[config.mk]
export PLATFORM = sky130hd
export DESIGN_NAME = encoder4to2_rr
export DESIGN_NICKNAME = d
export VERILOG_FILES = /design/src/rtl/encoder4to2_rr.sv
export SDC_FILE = /design/constraint.sdc
export NUM_CORES = 1
export LEC_CHECK = 0
export ABC_AREA = 0
export BUFFER_PORTS_ARGS = -buffer_cell sky130_fd_sc_hd__buf_2
export CAP_MARGIN = 20
export CORE_MARGIN = 8
export CORE_UTILIZATION = 48
export CTS_CLUSTER_SIZE = 8
export DETAILED_ROUTE_END_ITERATION = 10
export PLACE_DENSITY = 0.82
export SLEW_MARGIN = 15
export SYNTH_ARGS = -nofsm -noshare
export SYNTH_HDL_FRONTEND = slang
export SYNTH_SLANG_ARGS = --single-unit
[constraint.sdc]
create_clock -name clk -period 1.8 [get_ports clk]
set_input_delay 0.09 -clock clk [delete_from_list [all_inputs] [get_ports clk]]
set_output_delay 0.09 -clock clk [all_outputs]
set_load 0.005 [all_outputs]
[src/rtl/encoder4to2_rr.sv]
// Registered priority encoder (fixed or round-robin) with zero/multi-hot flags; latency 1 cycle.
// Ready/valid on both sides; full throughput; results are held stable while out_ready is low.
module encoder4to2_rr #(
  parameter int N    = 4,
  parameter int W    = 2,
  parameter int MODE = 0
) (
  input  logic         clk,
  input  logic         rst_n,
  input  logic         in_valid,
  output logic         in_ready,
  input  logic [N-1:0] in_vec,
  output logic         out_valid,
  input  logic         out_ready,
  output logic [W-1:0] out_idx,
  output logic         out_zero,
  output logic         out_multi,
  output logic [7:0]   err_cnt
);

  typedef enum logic {EMPTY, FULL} state_t;

  typedef struct packed {
    logic [W-1:0] idx;
    logic         zero;
    logic         multi;
  } res_t;

  state_t       state;
  res_t         res_q;
  res_t         res_d;
  logic [W-1:0] rr_ptr;
  logic [W-1:0] cand;
  logic         found;
  logic         accept;
  logic         consume;

  assign in_ready  = rst_n & ((state == EMPTY) | out_ready);
  assign accept    = in_valid & in_ready;
  assign consume   = (state == FULL) & out_ready;
  assign out_valid = (state == FULL);
  assign out_idx   = res_q.idx;
  assign out_zero  = res_q.zero;
  assign out_multi = res_q.multi;

  // Scan N positions starting at rr_ptr; W-bit addition gives the wrap for free.
  always_comb begin
    res_d = '0;
    found = 1'b0;
    cand  = '0;
    for (int i = 0; i < N; i++) begin
      cand = (MODE == 1) ? rr_ptr + W'(i) : W'(i);
      if (!found && in_vec[cand]) begin
        res_d.idx = cand;
        found     = 1'b1;
      end
    end
    res_d.zero  = ~|in_vec;
    res_d.multi = |(in_vec & (in_vec - N'(1)));
  end

  always_ff @(posedge clk) begin
    if (!rst_n) begin
      state   <= EMPTY;
      res_q   <= '0;
      rr_ptr  <= '0;
      err_cnt <= '0;
    end else begin
      if (accept) begin
        state <= FULL;
        res_q <= res_d;
        if (MODE == 1 && found)
          rr_ptr <= res_d.idx + W'(1);
        if (res_d.multi && err_cnt != 8'hFF)
          err_cnt <= err_cnt + 8'd1;
      end else if (consume) begin
        state <= EMPTY;
      end
    end
  end

endmodule

# == Word level (Yosys, flattened, before mapping) ==
# Index checks and enable logic that the tools add are counted.
# W data, S select, Z words.
# word_totals
out_inout_bits,14
reg_bits,13
# classes
reduce_logical,12
n_addsub,2
n_mux,8
n_eq_ne,1
bitwise_logic,6
# op_table
op,count
$add A8 B1 Y8 const B,1
$ne A8 B8 Y1 const B,1
$reduce_or A4 Y1,2
$mux W1,6
$and A4 B4 Y4,1
$logic_and A1 B1 Y1,4
$logic_not A1 Y1,4
$mux W2,2
$sub A4 B1 Y4 const B,1
$and A1 B1 Y1,3
$reduce_and A2 Y1,1
$reduce_bool A2 Y1,1
$not A1 Y1,1
$or A1 B1 Y1,1

# == Longest topological paths before layout ==
# Gate-level depths: netlist (run 1).
# logic_depth
depth_word,10
depth_mapped,5
depth_no_buf,5

# == Least setup slack after synthesis (run 1) ==
# OpenSTA, ideal clock, no wires.
# synth_path
kind,reg2reg
from,register state (netlist: out_valid)
to,register err_cnt[2]
t_required_ns,1.684
path_stages_with_launch,5
n_path_buf,0
arrival_ns,1.205
setup_slack_ns,0.479
synth_period_minus_slack_ns,1.321
setup_ns,0.116
path_cell_list,dfxtp_1 -> or2b_2 -> nand3_4 -> or4_1 -> o211a_1
# synth_via
elab_chain_len,5
# synth_rtl
element,line,rtl
from (decl),29,state_t state;
from (signal assigned),64,state <= EMPTY;
from (signal assigned),70,state <= FULL;
from (signal assigned),77,state <= EMPTY;
$not A1 Y1,38,assign in_ready = rst_n & ((state == EMPTY) | out_ready);
$or A1 B1 Y1,38,
$and A1 B1 Y1,38,
$and A1 B1 Y1,39,assign accept = in_valid & in_ready;
$reduce_and A2 Y1 (no source line),--,
to (signal assigned),75,err_cnt <= err_cnt + 8'd1;
to (decl),18,output logic [7:0] err_cnt
# No other way between the ends.
# A chain may end at the register's enable or synchronous reset.

# == Worst setup path in the final report (run 1) ==
# Same ends and word-level chain as after synthesis.

==> results.sh, run 1 <==
export IMPL_cp_data_required_time_ns=1.97
export IMPL_h_tree_depth=1
export IMPL_routabilityCongestion=0.829
export IMPL_die_width_um=54.3
export IMPL_post_drt_wl_per_cell_um=12.5
export IMPL_clk_latency_ns=0.27
export IMPL_async_reset_ff_share_pct=0
export IMPL_synth_area_um2=704
export IMPL_dieArea_mm2=0.00295
export IMPL_clk_pin_slew_ns=0.07
export IMPL_antenna_found_initial=0
export IMPL_power_leakage_nw=0.382
export IMPL_stdcell_area_um2=833
export IMPL_rrSetupSlack_ns=0.35
export IMPL_place_area_um2=807
export IMPL_cts_tree="yes"
export IMPL_hold_violations=0
export IMPL_setup_viol=0
export IMPL_maxCapViolCount=0
export IMPL_grt_pass1_vias=531
export IMPL_worstHoldPathCells=2
export IMPL_vdd_drop_max_uv=321
export IMPL_synth_ff_type="dfxtp_1"
export IMPL_fin_skew_ns=0.00152
export IMPL_worstPathMaxFanout=15
export IMPL_place_hpwl_mm=1.12
export IMPL_ys_seq_area_share_pct=36.9
export IMPL_r2r_cells=4
export IMPL_start_util_pct=49.0
export IMPL_synth_seq_cells=13
export IMPL_r2r_start="out_valid$_SDFFE_PN0P_"
export IMPL_yosysMostFrequentCell="dfxtp_1"
export IMPL_r2r_end="err_cnt[2]$_SDFFE_PN0P_"
export IMPL_cts_resized=0
export IMPL_powerDensity_mw_per_mm2=662
export IMPL_hp_class="input port to register"
export IMPL_synthTopCellsByCount="dfxtp_1, nand2_1, mux2i_1"
export IMPL_worst_pin_slew_ns=0.331
export IMPL_yosysTopAreaCellShare_pct=36.9
export IMPL_yosys_warnings=0
export IMPL_power_uw=552
export IMPL_cp_start_kind="register"
export IMPL_ys_types=32
export IMPL_final_nets=111
export IMPL_instances_no_fill=117
export IMPL_worst_setup_path_type="register to register"
export IMPL_fin_tns_setup_ns=0
export IMPL_syn_avg_cell_area_um2=9.03
export IMPL_grt_max_degree=18
export IMPL_grt_overflow=0
export IMPL_drive_gt1_share_pct=32.7
export IMPL_cts_hold_buf=0
export IMPL_fmax_mhz=691
export IMPL_drc=0
export IMPL_clock_path_buffers=2
export IMPL_max_slew_margin_rel_pct=77.7
export IMPL_synth_edf_count=0
export IMPL_rows=14
export IMPL_drt_wl_total_mm=1.47
export IMPL_final_core_util_pct=58.0
export IMPL_syn_inst=78
export IMPL_holdPathEnd="out_idx[1]$_SDFFE_PN0P_"
export IMPL_arrival_ns=1.61
export IMPL_core_area_mm2=0.00144
export IMPL_ios=22
export IMPL_grt_usage_pct=10.3
export IMPL_end_kind="register"
export IMPL_min_from="in_vec[0]"
export IMPL_antenna_cells=0
export IMPL_port_buffers=21
export IMPL_grt_pass1_wl_mm=2.27
export IMPL_die_y_um=54.3
export IMPL_clkSinkCount=13
export IMPL_dr_pass1_iters=4
export IMPL_synth_area_top_cells="dfxtp_1, mux2i_1, nand2_1"
export IMPL_ctsRootBufferMaster="clkbuf_4"
export IMPL_syn_nets=87
export IMPL_numCtsBuffers=3
export IMPL_drv_slew=0
export IMPL_vias=660
export IMPL_rsz0062_at_grt="no"
export IMPL_ant_nets=0
export IMPL_placed_cells=113
export IMPL_fin_crit_ns=1.45
export IMPL_via_per_inst=5.64
export IMPL_status="finished clean"
export IMPL_areaGrowthSynthToFinish_pct=18.3
export IMPL_postCtsSetupBuffers=0
export IMPL_synth_largest_area_cell="dfxtp_1"
export IMPL_drtIter0Drc=13
export IMPL_fin_crit_sh_pct=80.4
==> state kept, by name (all words and copies together), names as in the netlist <==
signal and cells:
out_multi 1, out_idx 2, out_valid 1, err_cnt 8
out_zero 1
==> cell families after synthesis <==
group                      share of synthesized area, %
AOI/OAI and AO/OA                                  16.3
and+or+nand+nor                                    30.0
buffers and inverters                              6.39
muxes                                              8.53
DFF                                                36.9
adders and majority gates                          1.78
==> placed cells by master (no fill, tap or decap), types with 2 or more instances in the layout <==
cell type  synthesis  routed
nor2_1             3       3
a211o_2            2       2
nand2b_1           3       3
a21boi_0           3       3
o21ai_0            2       2
and3_1             2       2
buf_2              0      21
nand3_1            4       4
clkbuf_4           0       3
mux2i_1            6       6
nor3_1             2       2
nand2_1           10      10
nor4_1             4       4
inv_1              4       4
dfxtp_1           13      13
==> critical path, stage by stage (launching register included) <==
cell and delay, ns:
dfxtp_1 0.30, or2b_2 0.19, nand3_4 0.17, or4_1 0.55, o211a_1 0.14
==> routing by layer <==
metal | up-vias | routed length (um) | track usage, % | part of all wire (%)
li1 | 330 | - | - | -
met1 | 303 | 680 | 13.2 | 46
met4 | 0 | 42 | 8.61 | 2.9
met5 | - | 0 | 0 | 0
met2 | 23 | 643 | 14.3 | 44
met3 | 4 | 100 | 2.45 | 6.8
==> final cells by class <==
class                      instances  area, um2
inverter                           4       15.0
sequential                        13        260
timing repair buffer              22        113
multi-input combinational         58        399
fill                             146        603
tap                               16       20.0
clock buffer                       4       26.3
==> how the worst max path moves through the flow <==
stage,from,to,depth (start not counted)
after global placement,out_valid$_SDFFE_PN0P_,err_cnt[2]$_SDFFE_PN0P_,4
final,out_valid$_SDFFE_PN0P_,err_cnt[2]$_SDFFE_PN0P_,4
after floorplan,out_valid$_SDFFE_PN0P_,err_cnt[2]$_SDFFE_PN0P_,4
after global routing,err_cnt[0]$_SDFFE_PN0P_,err_cnt[5]$_SDFFE_PN0P_,5
after CTS,out_valid$_SDFFE_PN0P_,err_cnt[2]$_SDFFE_PN0P_,4
after detailed placement,out_valid$_SDFFE_PN0P_,err_cnt[2]$_SDFFE_PN0P_,4
==> power by group <==
part	switching [mW]	total [mW]	internal (mW)
Clock	0.0894	0.175	0.0858
Sequential	0.00629	0.303	0.297
Combinational	0.0406	0.0736	0.0329
Total	0.136	0.552	0.415
==> stage by stage <==
stage | setup WS [ns] | hold WS (ns)
floorplan | 0.479 | 0.192
CTS | 0.355 | 0.0577
global placement | 0.399 | 0.338
finish | 0.353 | 0.0625
global route | 0.260 | 0.0551
detailed placement | 0.368 | 0.346
(Power assumes the default switching activity.)
==> run 2, diff against run 1 <==
- CORE_UTILIZATION: 48 -> 43
- PLACE_DENSITY: 0.82 -> 0.78
- clock period: 1.8 -> 1.17 ns (I/O delays scaled with it)
==> run 2 against run 1 <==
Critical endpoint is now err_cnt[6]$_SDFFE_PN0P_. Hold slack worse by 0.041 ns. Critical path type unchanged. Final area grew 21%. Worst setup slack got worse by 0.52 ns. Largest cell class unchanged. Clock-buffer cell count stayed put. Sequential share of layout area down 5.2 points. Core utilization grew 8.2 points. The flow now finishes with violations (setup timing). Clock skew barely moved. First-iteration DRC count down 38%. Clock power is 66% higher. Power up 65%.
==> results.sh, run 2 (same netlist as run 1, synthesis figures left out) <==
export IMPL_status="complete, but fails checks"
export IMPL_violations="setup timing"
export IMPL_fillers=139
export IMPL_instances_no_fill=133
export IMPL_areaGrowthSynthToFinish_pct=43.3
export IMPL_die_y_um=56.5
export IMPL_grt_usage_pct=11.1
export IMPL_final_nets=127
export IMPL_ios=22
export IMPL_h_tree_depth=1
export IMPL_drt_wl_total_mm=1.84
export IMPL_cts_tree="yes"
export IMPL_end_kind="register"
export IMPL_met2_length_um=877
export IMPL_worstPathMaxFanout=7
export IMPL_grt_pass1_vias=736
export IMPL_worst_pin_slew_ns=0.246
export IMPL_ant_nets=0
export IMPL_grt_pass1_wl_mm=2.96
export IMPL_cts_hold_buf=0
export IMPL_start_util_pct=46.2
export IMPL_grt_max_degree=18
export IMPL_fin_crit_sh_pct=115
export IMPL_fin_skew_ns=0.00109
export IMPL_vdd_drop_max_uv=776
export IMPL_pre_cts_ws_ns=-0.164
export IMPL_port_buffers=21
export IMPL_clock_path_buffers=2
export IMPL_largest_reg_flops=8
export IMPL_power_uw=908
export IMPL_cp_data_required_time_ns=1.40
export IMPL_post_drt_wl_per_cell_um=13.9
export IMPL_antenna_found_initial=0
export IMPL_fmax_mhz=746
export IMPL_ctsRootBufferMaster="clkbuf_4"
export IMPL_drive_gt1_share_pct=48.7
export IMPL_maxCapViolCount=0
export IMPL_vias=712
export IMPL_wl_met3_um=93
export IMPL_rows=14
export IMPL_rsz0062_at_grt="yes"
export IMPL_power_leakage_nw=0.476
export IMPL_fin_ws_ns=-0.170
export IMPL_hold_violations=0
export IMPL_fin_crit_ns=1.34
export IMPL_clk_pin_slew_ns=0.08
export IMPL_clkSinkCount=13
export IMPL_dr_pass1_iters=4
export IMPL_top_layer_used="met4"
export IMPL_place_area_um2=945
export IMPL_antenna_cells=0
export IMPL_fin_tns_setup_ns=-1.36
export IMPL_drv_slew=0
export IMPL_regMostFlops="err_cnt"
export IMPL_hp_class="input port to register"
export IMPL_arrival_ns=1.57
export IMPL_placed_cells=129
export IMPL_routabilityCongestion=0.813
export IMPL_stdcell_area_mm2=0.00101
export IMPL_dieArea_mm2=0.00319
export IMPL_worst_setup_path_type="register to register"
export IMPL_powerDensity_mw_per_mm2=900
export IMPL_fin_hold_ws_ns=0.0216
export IMPL_mostFrequentLayoutCells="buf_2, buf_4, dfxtp_1"
export IMPL_cp_start_kind="register"
export IMPL_numCtsBuffers=3
export IMPL_drtIter0Drc=8
export IMPL_drc=0
export IMPL_core_area_mm2=0.00152
export IMPL_layout_commonest_cell="buf_2"
export IMPL_place_hpwl_mm=1.33
export IMPL_wl_met1_um=839
export IMPL_setup_viol=11
export IMPL_final_core_util_pct=66.3
export IMPL_clk_latency_ns=0.28
export IMPL_via_per_inst=5.35
export IMPL_grt_overflow=0
export IMPL_max_slew_margin_rel_pct=83.3
export IMPL_die_width_um=56.5
==> run 2: cell types whose count changed in the layout (fill, tap and decap cells not counted), moves of 2 or more <==
cell,previous run,this run
a21boi_0,3,1
a21boi_1,0,2
buf_4,1,16
dfxtp_1,13,11
dfxtp_2,0,2
nor4_1,4,2
nor4_4,0,2
o21ai_0,2,0
o21ai_1,0,2
==> run 2: final timing paths <==
kind / to / slack, ns / startpoint / cells after the start
worst max-delay path: err_cnt[6]$_SDFFE_PN0P_ / -0.17 / out_valid$_SDFFE_PN0P_ / 5
worst max register to register: err_cnt[6]$_SDFFE_PN0P_ / -0.17 / out_valid$_SDFFE_PN0P_ / 5
worst min register to register: out_idx[0]$_SDFFE_PN0P_ / 0.45 / out_idx[0]$_SDFFE_PN0P_ / 2
worst min-delay path: out_idx[1]$_SDFFE_PN0P_ / 0.02 / in_vec[0] / 2
==> run 2: final cells by class <==
cell class | count | area [um2] | area share, %
Multi-Input combinational cell | 58 | 449 | 44.5
Clock buffer | 4 | 26.3 | 2.60
Inverter | 4 | 15.0 | 1.49
Sequential cell | 13 | 263 | 26.0
Timing Repair Buffer | 38 | 236 | 23.4
Tap cell | 16 | 20.0 | 1.98
==> run 2: layer usage <==
metal  up-vias  GRT usage (%)
li1        365              -
met1       328           12.2
met2        15           17.2
met3         4           4.27
met4         0           7.56
met5         -              0
==> run 2: critical path, cell delays in order (launching register included) <==
cell     delay (ns)
dfxtp_2        0.32
or2b_4         0.20
nand3_4        0.08
buf_4          0.17
nor4_1         0.29
o221a_2        0.23
==> run 2: power breakdown <==
group / switching, mW / internal (mW)
logic: 0.0775 / 0.0743
registers: 0.00825 / 0.457
clock network: 0.158 / 0.132
==> run 2: repair_timing <==
action	in CTS	in global routing
pin swaps	0	3
setup buffers	0	0
resized for setup	6	7
cloned	0	0
setup endpoints to repair	11	13
endpoints found under the hold margin	0	0
